File: config.mk
export PLATFORM = sky130hd
export DESIGN_NAME = blit_cmd_arb
export DESIGN_NICKNAME = d
export VERILOG_FILES = /design/src/rtl/blit_cmd_arb.sv
export SDC_FILE = /design/constraint.sdc
export NUM_CORES = 1
export LEC_CHECK = 0
export ABC_AREA = 1
export BUFFER_PORTS_ARGS = -buffer_cell sky130_fd_sc_hd__buf_2
export CAP_MARGIN = 30
export CORE_MARGIN = 2
export CORE_UTILIZATION = 60
export CTS_CLUSTER_SIZE = 12
export DETAILED_ROUTE_END_ITERATION = 8
export PLACE_DENSITY = 0.84
export SLEW_MARGIN = 20
export SYNTH_ARGS = -nofsm -noshare
export SYNTH_HDL_FRONTEND = slang
export SYNTH_SLANG_ARGS = --single-unit
File: constraint.sdc
create_clock -name clock -period 14.69 [get_ports clock]
set_input_delay 2.2035 -clock clock [delete_from_list [all_inputs] [get_ports clock]]
set_output_delay 2.2035 -clock clock [all_outputs]
set_load 0.02 [all_outputs]
File: src/rtl/blit_cmd_arb.sv
// blit_cmd_arb: two-requester batch-locking arbiter feeding a small command FIFO for the blitter.
// Optional idle-lock revocation is built only when BLIT_ARB_TIMEOUT_EN is defined.
module blit_cmd_arb #(
   parameter int FIFO_DEPTH     = 4,
   parameter int TIMEOUT_CYCLES = 256
) (
   input  logic        clock,
   input  logic        reset,
   input  logic [95:0] r0_cmd,
   input  logic        r0_valid,
   input  logic        r0_last,
   output logic        r0_ready,
   input  logic [95:0] r1_cmd,
   input  logic        r1_valid,
   input  logic        r1_last,
   output logic        r1_ready,
   output logic [95:0] cmd,
   output logic        cmd_valid,
   input  logic        next_cmd,
   input  logic        blit_idle,
   output logic [1:0]  grant,
   output logic        busy,
   output logic        lock_timeout
);
   localparam int AW = $clog2(FIFO_DEPTH);
   localparam logic [AW:0] DEPTH_C = (AW+1)'(FIFO_DEPTH);

   typedef enum logic [1:0] {
      IDLE = 2'd0,
      OWN0 = 2'd1,
      OWN1 = 2'd2
   } state_t;

   state_t        state;
   logic          rr;
   logic [95:0]   mem [FIFO_DEPTH];
   logic [AW-1:0] wr_ptr;
   logic [AW-1:0] rd_ptr;
   logic [AW:0]   count;

   logic          not_full;
   logic          own_valid;
   logic          own_last;
   logic [95:0]   own_cmd;
   logic          push;
   logic          pop;
   logic          release_lock;
   logic          revoke;

   assign not_full     = count < DEPTH_C;
   assign r0_ready     = (state == OWN0) && not_full;
   assign r1_ready     = (state == OWN1) && not_full;
   assign grant        = {state == OWN1, state == OWN0};
   assign cmd_valid    = count != '0;
   assign cmd          = mem[rd_ptr];
   assign busy         = cmd_valid || (state != IDLE) || !blit_idle;
   assign push         = own_valid && not_full;
   assign pop          = next_cmd && cmd_valid;
   assign release_lock = push && own_last;

   // Only the lock owner's beat stream is visible; the other requester is ignored entirely.
   always_comb begin
      own_valid = 1'b0;
      own_last  = 1'b0;
      own_cmd   = r0_cmd;
      case (state)
         OWN0: begin
            own_valid = r0_valid;
            own_last  = r0_last;
            own_cmd   = r0_cmd;
         end
         OWN1: begin
            own_valid = r1_valid;
            own_last  = r1_last;
            own_cmd   = r1_cmd;
         end
         default: ;
      endcase
   end

`ifdef BLIT_ARB_TIMEOUT_EN
   localparam int TW = $clog2(TIMEOUT_CYCLES + 1);

   logic [TW-1:0] idle_cnt;
   logic          timeout_flag;

   assign revoke       = (state != IDLE) && !own_valid && (idle_cnt == TW'(TIMEOUT_CYCLES - 1));
   assign lock_timeout = timeout_flag;

   // Counts owner-silent cycles; held (not cleared) while a beat is stalled by a full FIFO.
   always_ff @(posedge clock) begin
      if (reset) begin
         idle_cnt     <= '0;
         timeout_flag <= 1'b0;
      end else begin
         if (state == IDLE || revoke || push)
            idle_cnt <= '0;
         else if (!own_valid)
            idle_cnt <= idle_cnt + 1'b1;
         if (revoke)
            timeout_flag <= 1'b1;
      end
   end
`else
   assign revoke       = 1'b0;
   assign lock_timeout = 1'b0;
`endif

   // rr = 1 favours requester 1; every lock release hands priority to the other side.
   always_ff @(posedge clock) begin
      if (reset) begin
         state <= IDLE;
         rr    <= 1'b0;
      end else begin
         case (state)
            IDLE: begin
               if (r0_valid && (!r1_valid || !rr))
                  state <= OWN0;
               else if (r1_valid)
                  state <= OWN1;
            end
            OWN0, OWN1: begin
               if (release_lock || revoke) begin
                  state <= IDLE;
                  rr    <= (state == OWN0);
               end
            end
            default: state <= IDLE;
         endcase
      end
   end

   always_ff @(posedge clock) begin
      if (push)
         mem[wr_ptr] <= own_cmd;
   end

   always_ff @(posedge clock) begin
      if (reset) begin
         wr_ptr <= '0;
         rd_ptr <= '0;
         count  <= '0;
      end else begin
         if (push)
            wr_ptr <= wr_ptr + 1'b1;
         if (pop)
            rd_ptr <= rd_ptr + 1'b1;
         case ({push, pop})
            2'b10:   count <= count + 1'b1;
            2'b01:   count <= count - 1'b1;
            default: ;
         endcase
      end
   end

endmodule

==> run_results.csv, run 1 <==
group,metric,value,unit
outcome,status,"finished clean",
final_layout,num_antenna_cells,0,
yosys,ys_ff_latch,396,
power_and_ir_drop,ir_worst_vdd,0.103,mV
clock_network,cts_tree,"done",
placed_design,placement.io_buffers,301,
sta,fin_crit,5.43,ns
grt,grt_overflow_total,0,
route,first_pass_iters,5,
floorplanning,die_w,168,µm
route,top_layer,"met4",
clock_network,h-tree-depth,2,
grt,grt_first_pass_wirelength,54.0,mm
worst_setup_path,crit_fanout,93,
clock_network,postCtsHoldBufs,0,
clock_network,cts_buffers,40,
yosys,synth.net_count,1545,
clock_network,cts.sinks,396,
worst_setup_path,endpoint_kind,"primary output",
yosys,yosys_warnings,0,
yosys,synth_edf_count,384,
grt,grt_pass1_vias,10600,
grt,track_usage,0.245,
placed_design,placed_cell_area,17700,µm²
yosys,yosysTopAreaCell,"edfxtp_1",
yosys,synthArstFlopShare,0,
floorplanning,fp.coreArea,26700,µm²
route,wl_met3,3.03,mm
yosys,post-synth-top-count-cell,"edfxtp_1",
grt,grt_start_max_net_pins,107,
sta,slew_viol_final,0,
route,finalWirelength,35.5,mm
sta,fin_skew,0.0123,ns
worst_setup_path,r2r-start,"state[0]$_SDFFE_PP0P_",
yosys,syn_area_per_cell,12.1,µm²
floorplanning,rows,60,
route,wl_met2,17.4,mm
route,via_per_inst,5.69,
clock_network,post_cts_resize_count,0,
floorplanning,initial_core_util,0.605,
power_and_ir_drop,p_leak,7.28,nW
power_and_ir_drop,p_per_area,174,nW/µm²
placed_design,gp_congestion,0.765,
yosys,synth_commonest_cells,"edfxtp_1 (384), nand2_1 (304), nor2_1 (205)",
worst_setup_path,critPathArrivalTime,3.23,ns
sta,timing.fmax,184,MHz
sta,finalSetupTns,0,ns
worst_setup_path,critPathKind,"reg -> out",
route,drt_iter0_drc,1138,
sta,grt_setup_unrepaired,"no",
yosys,synthTopCellsByArea,"edfxtp_1 (71%), nand2_1 (7.1%), nor2_1 (4.8%)",
route,ant_nets,0,
floorplanning,die_h,168,µm
yosys,syn_inst,1336,
placed_design,dp_hpwl,20.3,mm
clock_network,cts_root_buf,"clkbuf_16",
worst_hold_path,min_from,"rr$_SDFFE_PP0P_",
yosys,ys_seq_area_frac,0.729,
final_layout,drive_gt1_frac,0.232,
worst_setup_path,worstSetupStartpointType,"flip-flop",
route,post_drt_wl_per_cell,18.0,µm
final_layout,design_area,18900,µm²
route,vias,11200,
yosys,synth.cell_area,16200,µm²
sta,hold_viol,0,
clock_network,clkLatencyLatePin,0.52,ns
yosys,ys.flop_type,"edfxtp_1",
sta,relSlewSlack,0.388,
yosys,synth.distinct_cells,24,
sta,min_period_over_period,0.370,
floorplanning,num_io_pins,303,
sta,worstMarginPinSlew,0.918,ns
route,drc_errors,0,
clock_network,postCtsSetupBuffers,0,
clock_network,clkTransAtPathRegs,0.06,ns
final_layout,nNetsFinal,1822,
sta,finalSetupViolations,0,
floorplanning,dieArea,28300,µm²
route,wl_met1,14.0,mm
grt,antenna_found_initial,0,
yosys,yosysTopAreaCellShare,0.714,
worst_setup_path,crit_required,12.49,ns
clock_network,ctsLongestPathBuffers,3,
final_layout,syn_to_final_growth,17.0,%
flow_run,maxCapViolCount,0,
worst_hold_path,hp-class,"reg -> reg",
## metrics by stage
stage | power (mW) | std cells | setup slack (ns) | hold WS (ns) | util
4_1_cts | 3.30 | 1967 | 9.14 | 0.452 | 0.704
3_3_place_gp | 2.37 | 1907 | 9.74 | 0.437 | 0.662
2_1_floorplan | 2.13 | 1336 | 7.68 | 0.424 | -
3_5_place_dp | 2.41 | 1908 | 9.68 | 0.444 | 0.662
6_report | 3.30 | 1971 | 9.26 | 0.454 | 0.707
5_1_grt | 3.45 | 1971 | 9.10 | 0.487 | 0.707
## final cells by class
class | instances | area [µm²]
flip-flops and latches | 396 | 11800
fillers | 1776 | 7820
multi-input cells | 834 | 3780
repair buffers | 319 | 1710
clock buffers | 50 | 1070
well taps | 341 | 427
inverters | 22 | 88.8
clock inverters | 9 | 47.5
## flip-flops by register name, summed over array words and instances (netlist names), named ones only
register	count
mem	384
count	3
rd_ptr	2
state	2
wr_ptr	2
rr	1
## cells in the final DEF, fill, tap and decap left out, types with 5 or more instances in the layout
| cell type | n |
|---|---|
| nand3_1 | 5 |
| inv_1 | 19 |
| buf_4 | 13 |
| clkbuf_16 | 41 |
| clkbuf_1 | 8 |
| o21ai_1 | 92 |
| nor2_1 | 201 |
| a21oi_1 | 11 |
| o21ai_0 | 108 |
| dfxtp_1 | 10 |
| buf_2 | 301 |
| ha_1 | 7 |
| edfxtp_1 | 384 |
| o22ai_1 | 96 |
| nand2_1 | 304 |
## worst max-delay path, stage by stage, from the launching register on
cell,delay (ns)
dfxtp_4,0.59
inv_6,0.64
buf_4,0.54
buf_12,0.32
nor2_1,0.08
o22ai_1,0.24
buf_2,0.21
## where the power goes
part	switching [mW]	internal [mW]
Clock	0.380	0.509
Combinational	0.689	0.274
Sequential	0.0477	1.40
## path summary, 6_finish.rpt
path              depth (start not counted)                   end  slack [ns]
setup / recovery                          6               cmd[69]        9.26
hold / removal                            2       rr$_SDFFE_PP0P_        0.45
setup reg to reg                          8  mem[1][91]$_DFFE_PP_       11.42
hold reg to reg                           2       rr$_SDFFE_PP0P_        0.45
## metal layers
layer,up-vias,track usage
met4,0,0.0873
met2,548,0.411
li1,5302,-
met5,-,0
met3,85,0.0472
met1,5280,0.323
## kinds of logic (layout without fill, tap and decap cells)
| logic type | count (synthesis) | in the layout | share of synthesized area |
|---|---|---|---|
| simple gates | 516 | 516 | 0.121 |
| fa+ha+maj | 9 | 9 | 0.00743 |
| buf+inv | 106 | 400 | 0.0399 |
| xor+xnor | 1 | 1 | 0.000542 |
| other cells | 1 | 1 | 0.000232 |
| flops | 396 | 396 | 0.729 |
| compound gates | 307 | 307 | 0.103 |
(Power assumes the default switching activity.)
==> run 2, diff against run 1 <==
--- a/config.mk
+++ b/config.mk
@@ -5,14 +5,14 @@
 export SDC_FILE = /design/constraint.sdc
 export NUM_CORES = 1
 export LEC_CHECK = 0
-export ABC_AREA = 1
+export ABC_AREA = 0
 export BUFFER_PORTS_ARGS = -buffer_cell sky130_fd_sc_hd__buf_2
 export CAP_MARGIN = 30
 export CORE_MARGIN = 2
-export CORE_UTILIZATION = 60
+export CORE_UTILIZATION = 55
 export CTS_CLUSTER_SIZE = 12
 export DETAILED_ROUTE_END_ITERATION = 8
-export PLACE_DENSITY = 0.84
+export PLACE_DENSITY = 0.78
 export SLEW_MARGIN = 20
 export SYNTH_ARGS = -nofsm -noshare
 export SYNTH_HDL_FRONTEND = slang
==> constraint.sdc (replaced) <==
create_clock -name clock -period 5 [get_ports clock]
set_input_delay 0.75 -clock clock [delete_from_list [all_inputs] [get_ports clock]]
set_output_delay 0.75 -clock clock [all_outputs]
set_load 0.02 [all_outputs]
==> run_results.csv, run 2 <==
group,metric,value,unit
placed_design,place_ws,1.82,ns
grt,track_usage,0.200,
yosys,ys_seq_area_frac,0.749,
placed_design,dp_cells,1342,
route,drc_errors,0,
power_and_ir_drop,ir_worst_vdd,0.299,mV
clock_network,cts_buffers,40,
yosys,yosysTopAreaCell,"edfxtp_1",
yosys,synth.net_count,898,
sta,fin_crit,3.38,ns
route,vias,7870,
yosys,synth_xor_area_frac,0.00279,
yosys,synthArstFlopShare,0,
worst_setup_path,critPathKind,"reg -> out",
flow_run,maxCapViolCount,0,
power_and_ir_drop,power.share.clock,0.316,
clock_network,clkTransAtPathRegs,0.06,ns
grt,grt_pass1_vias,8339,
yosys,yosys.area_share.simple,0.0109,
final_layout,final_cell_mix,"edfxtp_1 (384), buf_2 (301), mux2_2 (96), mux4_2 (96), clkbuf_16 (41)",
yosys,syn_area_per_cell,22.8,µm²
sta,finalSetupViolations,0,
floorplanning,fp.coreArea,27900,µm²
sta,grt_setup_unrepaired,"no",
worst_hold_path,min_from,"state[0]$_SDFFE_PP0P_",
grt,antenna_found_initial,0,
yosys,yosysTopAreaCellShare,0.733,
sta,timing.fmax,296,MHz
clock_network,cts_root_buf,"clkbuf_16",
worst_setup_path,critPathArrivalTime,2.63,ns
worst_setup_path,path_cells,"inv_1 -> ha_4 -> buf_4 -> nor2b_1 -> buf_2",
sta,fin_skew,0.0126,ns
clock_network,h-tree-depth,2,
floorplanning,initial_core_util,0.563,
placed_design,placement.io_buffers,301,
worst_setup_path,path_buf_inv,3,
final_layout,final_common_cell,"edfxtp_1",
placed_design,dp_hpwl,18.5,mm
clock_network,postCtsHoldBufs,0,
worst_setup_path,r2r_cells,6,
final_layout,largest_reg_flops,384,
clock_network,cts_tree,"done",
power_and_ir_drop,seqPwrFrac,0.488,
clock_network,cts.sinks,396,
route,post_drt_wl_per_cell,21.1,µm
yosys,ys_ff_latch,396,
yosys,syn_inst,689,
yosys,synth_commonest_cells,"edfxtp_1 (384), mux2_2 (96), mux4_2 (96)",
yosys,synth.cell_area,15700,µm²
yosys,muxShareOfSynthArea,0.209,
floorplanning,die_w,173,µm
worst_setup_path,path_delay_family,"buffers and inverters",
floorplanning,dieArea,30000,µm²
worst_setup_path,r2r-start,"state[0]$_SDFFE_PP0P_",
yosys,synth.distinct_cells,33,
worst_setup_path,cp_slowest_stage_delay,0.65,ns
worst_hold_path,hp-class,"reg -> reg",
floorplanning,die_h,173,µm
worst_hold_path,min_to,"state[0]$_SDFFE_PP0P_",
yosys,synthTopCellsByArea,"edfxtp_1 (73%), mux4_2 (14%), mux2_2 (6.9%)",
final_layout,nNetsFinal,1215,
yosys,yosys_warnings,0,
route,finalWirelength,29.5,mm
worst_setup_path,worstSetupStartpointType,"flip-flop",
final_layout,syn_to_final_growth,19.1,%
clock_network,clkLatencyLatePin,0.51,ns
sta,fin_ws,1.62,ns
power_and_ir_drop,combPwrFrac,0.196,
final_layout,instances_no_fill,1401,
yosys,synth_top_family_by_area,"multiplexers",
sta,finalSetupTns,0,ns
worst_setup_path,endpoint_kind,"primary output",
worst_setup_path,crit_fanout,54,
final_layout,regMostFlops,"mem",
worst_setup_path,reg2reg_to,"mem[0][2]$_DFFE_PP_",
sta,hold_viol,0,
sta,slew_viol_final,0,
power_and_ir_drop,switching_power,2.05,mW
final_layout,drive_gt1_frac,0.545,
power_and_ir_drop,p_leak,6.35,nW
yosys,ys.flop_type,"edfxtp_1",
sta,relSlewSlack,0.381,
power_and_ir_drop,p_per_area,435,nW/µm²
grt,grt_first_pass_wirelength,46.1,mm
placed_design,gp_congestion,0.721,
power_and_ir_drop,swShare,0.252,
sta,min_period_over_period,0.676,
final_layout,num_antenna_cells,0,
sta,worstMarginPinSlew,0.928,ns
yosys,synth_edf_count,384,
worst_hold_path,hold_depth,2,
yosys,synthAdderAreaFrac,0.00764,
yosys,synth_compound_area_frac,0.00334,
worst_setup_path,r2r_slack,1.84,ns
route,drt_iter0_drc,652,
final_layout,top_regs,"mem x384, count x3",
floorplanning,rows,61,
clock_network,ctsLongestPathBuffers,3,
route,via_per_inst,5.62,
grt,grt_overflow_total,0,
clock_network,post_cts_resize_count,0,
outcome,status,"finished clean",
route,first_pass_iters,5,
grt,grt_start_max_net_pins,59,
route,ant_nets,0,
yosys,post-synth-top-count-cell,"edfxtp_1",
power_and_ir_drop,internal_power,6.10,mW
floorplanning,num_io_pins,303,
worst_setup_path,critical_path.slowest_cell,"buf_4",
worst_setup_path,crit_required,4.25,ns
clock_network,postCtsSetupBuffers,0,
run 2: worst max path at each step:
stage / startpoint / to / slack [ns] / cells past startpoint
2_1_floorplan: state[0]$_SDFFE_PP0P_ / mem[0][0]$_DFFE_PP_ / 1.05 / 6
3_3_place_gp: state[0]$_SDFFE_PP0P_ / mem[0][9]$_DFFE_PP_ / 1.93 / 6
3_5_place_dp: state[0]$_SDFFE_PP0P_ / mem[0][6]$_DFFE_PP_ / 1.82 / 6
4_1_cts: state[0]$_SDFFE_PP0P_ / r1_ready / 1.55 / 5
5_1_grt: state[0]$_SDFFE_PP0P_ / r1_ready / 1.40 / 5
6_report: state[0]$_SDFFE_PP0P_ / r1_ready / 1.62 / 5
run 2: through the flow:
| stage | hold WS [ns] | utilization | instance area, µm² | total power, mW |
|---|---|---|---|---|
| final | 0.501 | 0.670 | 18700 | 8.15 |
| after global routing | 0.534 | 0.670 | 18700 | 8.46 |
| after CTS | 0.500 | 0.670 | 18700 | 8.23 |
| after detailed placement | 0.489 | 0.631 | 17600 | 5.66 |
| after global placement | 0.483 | 0.631 | 17600 | 5.62 |
| after floorplan | 0.460 | - | 15700 | 5.19 |
run 2: power groups by stage:
stage,Clock (mW),Combinational [mW],Sequential [mW]
floorplan,0,1.19,4.01
global placement,0,1.58,4.04
detailed placement,0,1.62,4.05
CTS,2.63,1.63,3.98
global route,2.75,1.72,3.99
finish,2.58,1.60,3.97
run 2: cell families (layout without fill, tap and decap cells):
kind of cell | Yosys count | in the layout
DFF | 396 | 396
muxes | 196 | 196
buffers and inverters | 45 | 379
and+or+nand+nor | 30 | 30
adders and majority gates | 9 | 9
AOI/OAI and AO/OA | 7 | 7
xor gates and xnor gates | 5 | 5
other | 1 | 1
run 2: final cells by class:
cell class | instances | area [µm²]
Inverter | 10 | 37.5
Clock inverter | 6 | 27.5
Tap cell | 378 | 473
Sequential cell | 396 | 11800
Clock buffer | 53 | 1070
Timing Repair Buffer | 310 | 1640
Fill cell | 1850 | 9210
Multi-Input combinational cell | 248 | 3700
run 2: routing by layer:
layer / global-route usage / share of wire / up-vias
met5: 0 / 0 / -
met3: 0.0358 / 0.076 / 51
met2: 0.336 / 0.49 / 350
met4: 0.0583 / 0.023 / 0
met1: 0.272 / 0.41 / 3985
li1: - / - / 3484
run 2: worst register-to-register path: stages (launching register included):
cell,delay (ns)
dfxtp_1,0.32
inv_1,0.12
ha_4,0.55
a22oi_2,0.27
nor3_4,0.34
and2_4,0.82
buf_12,0.37
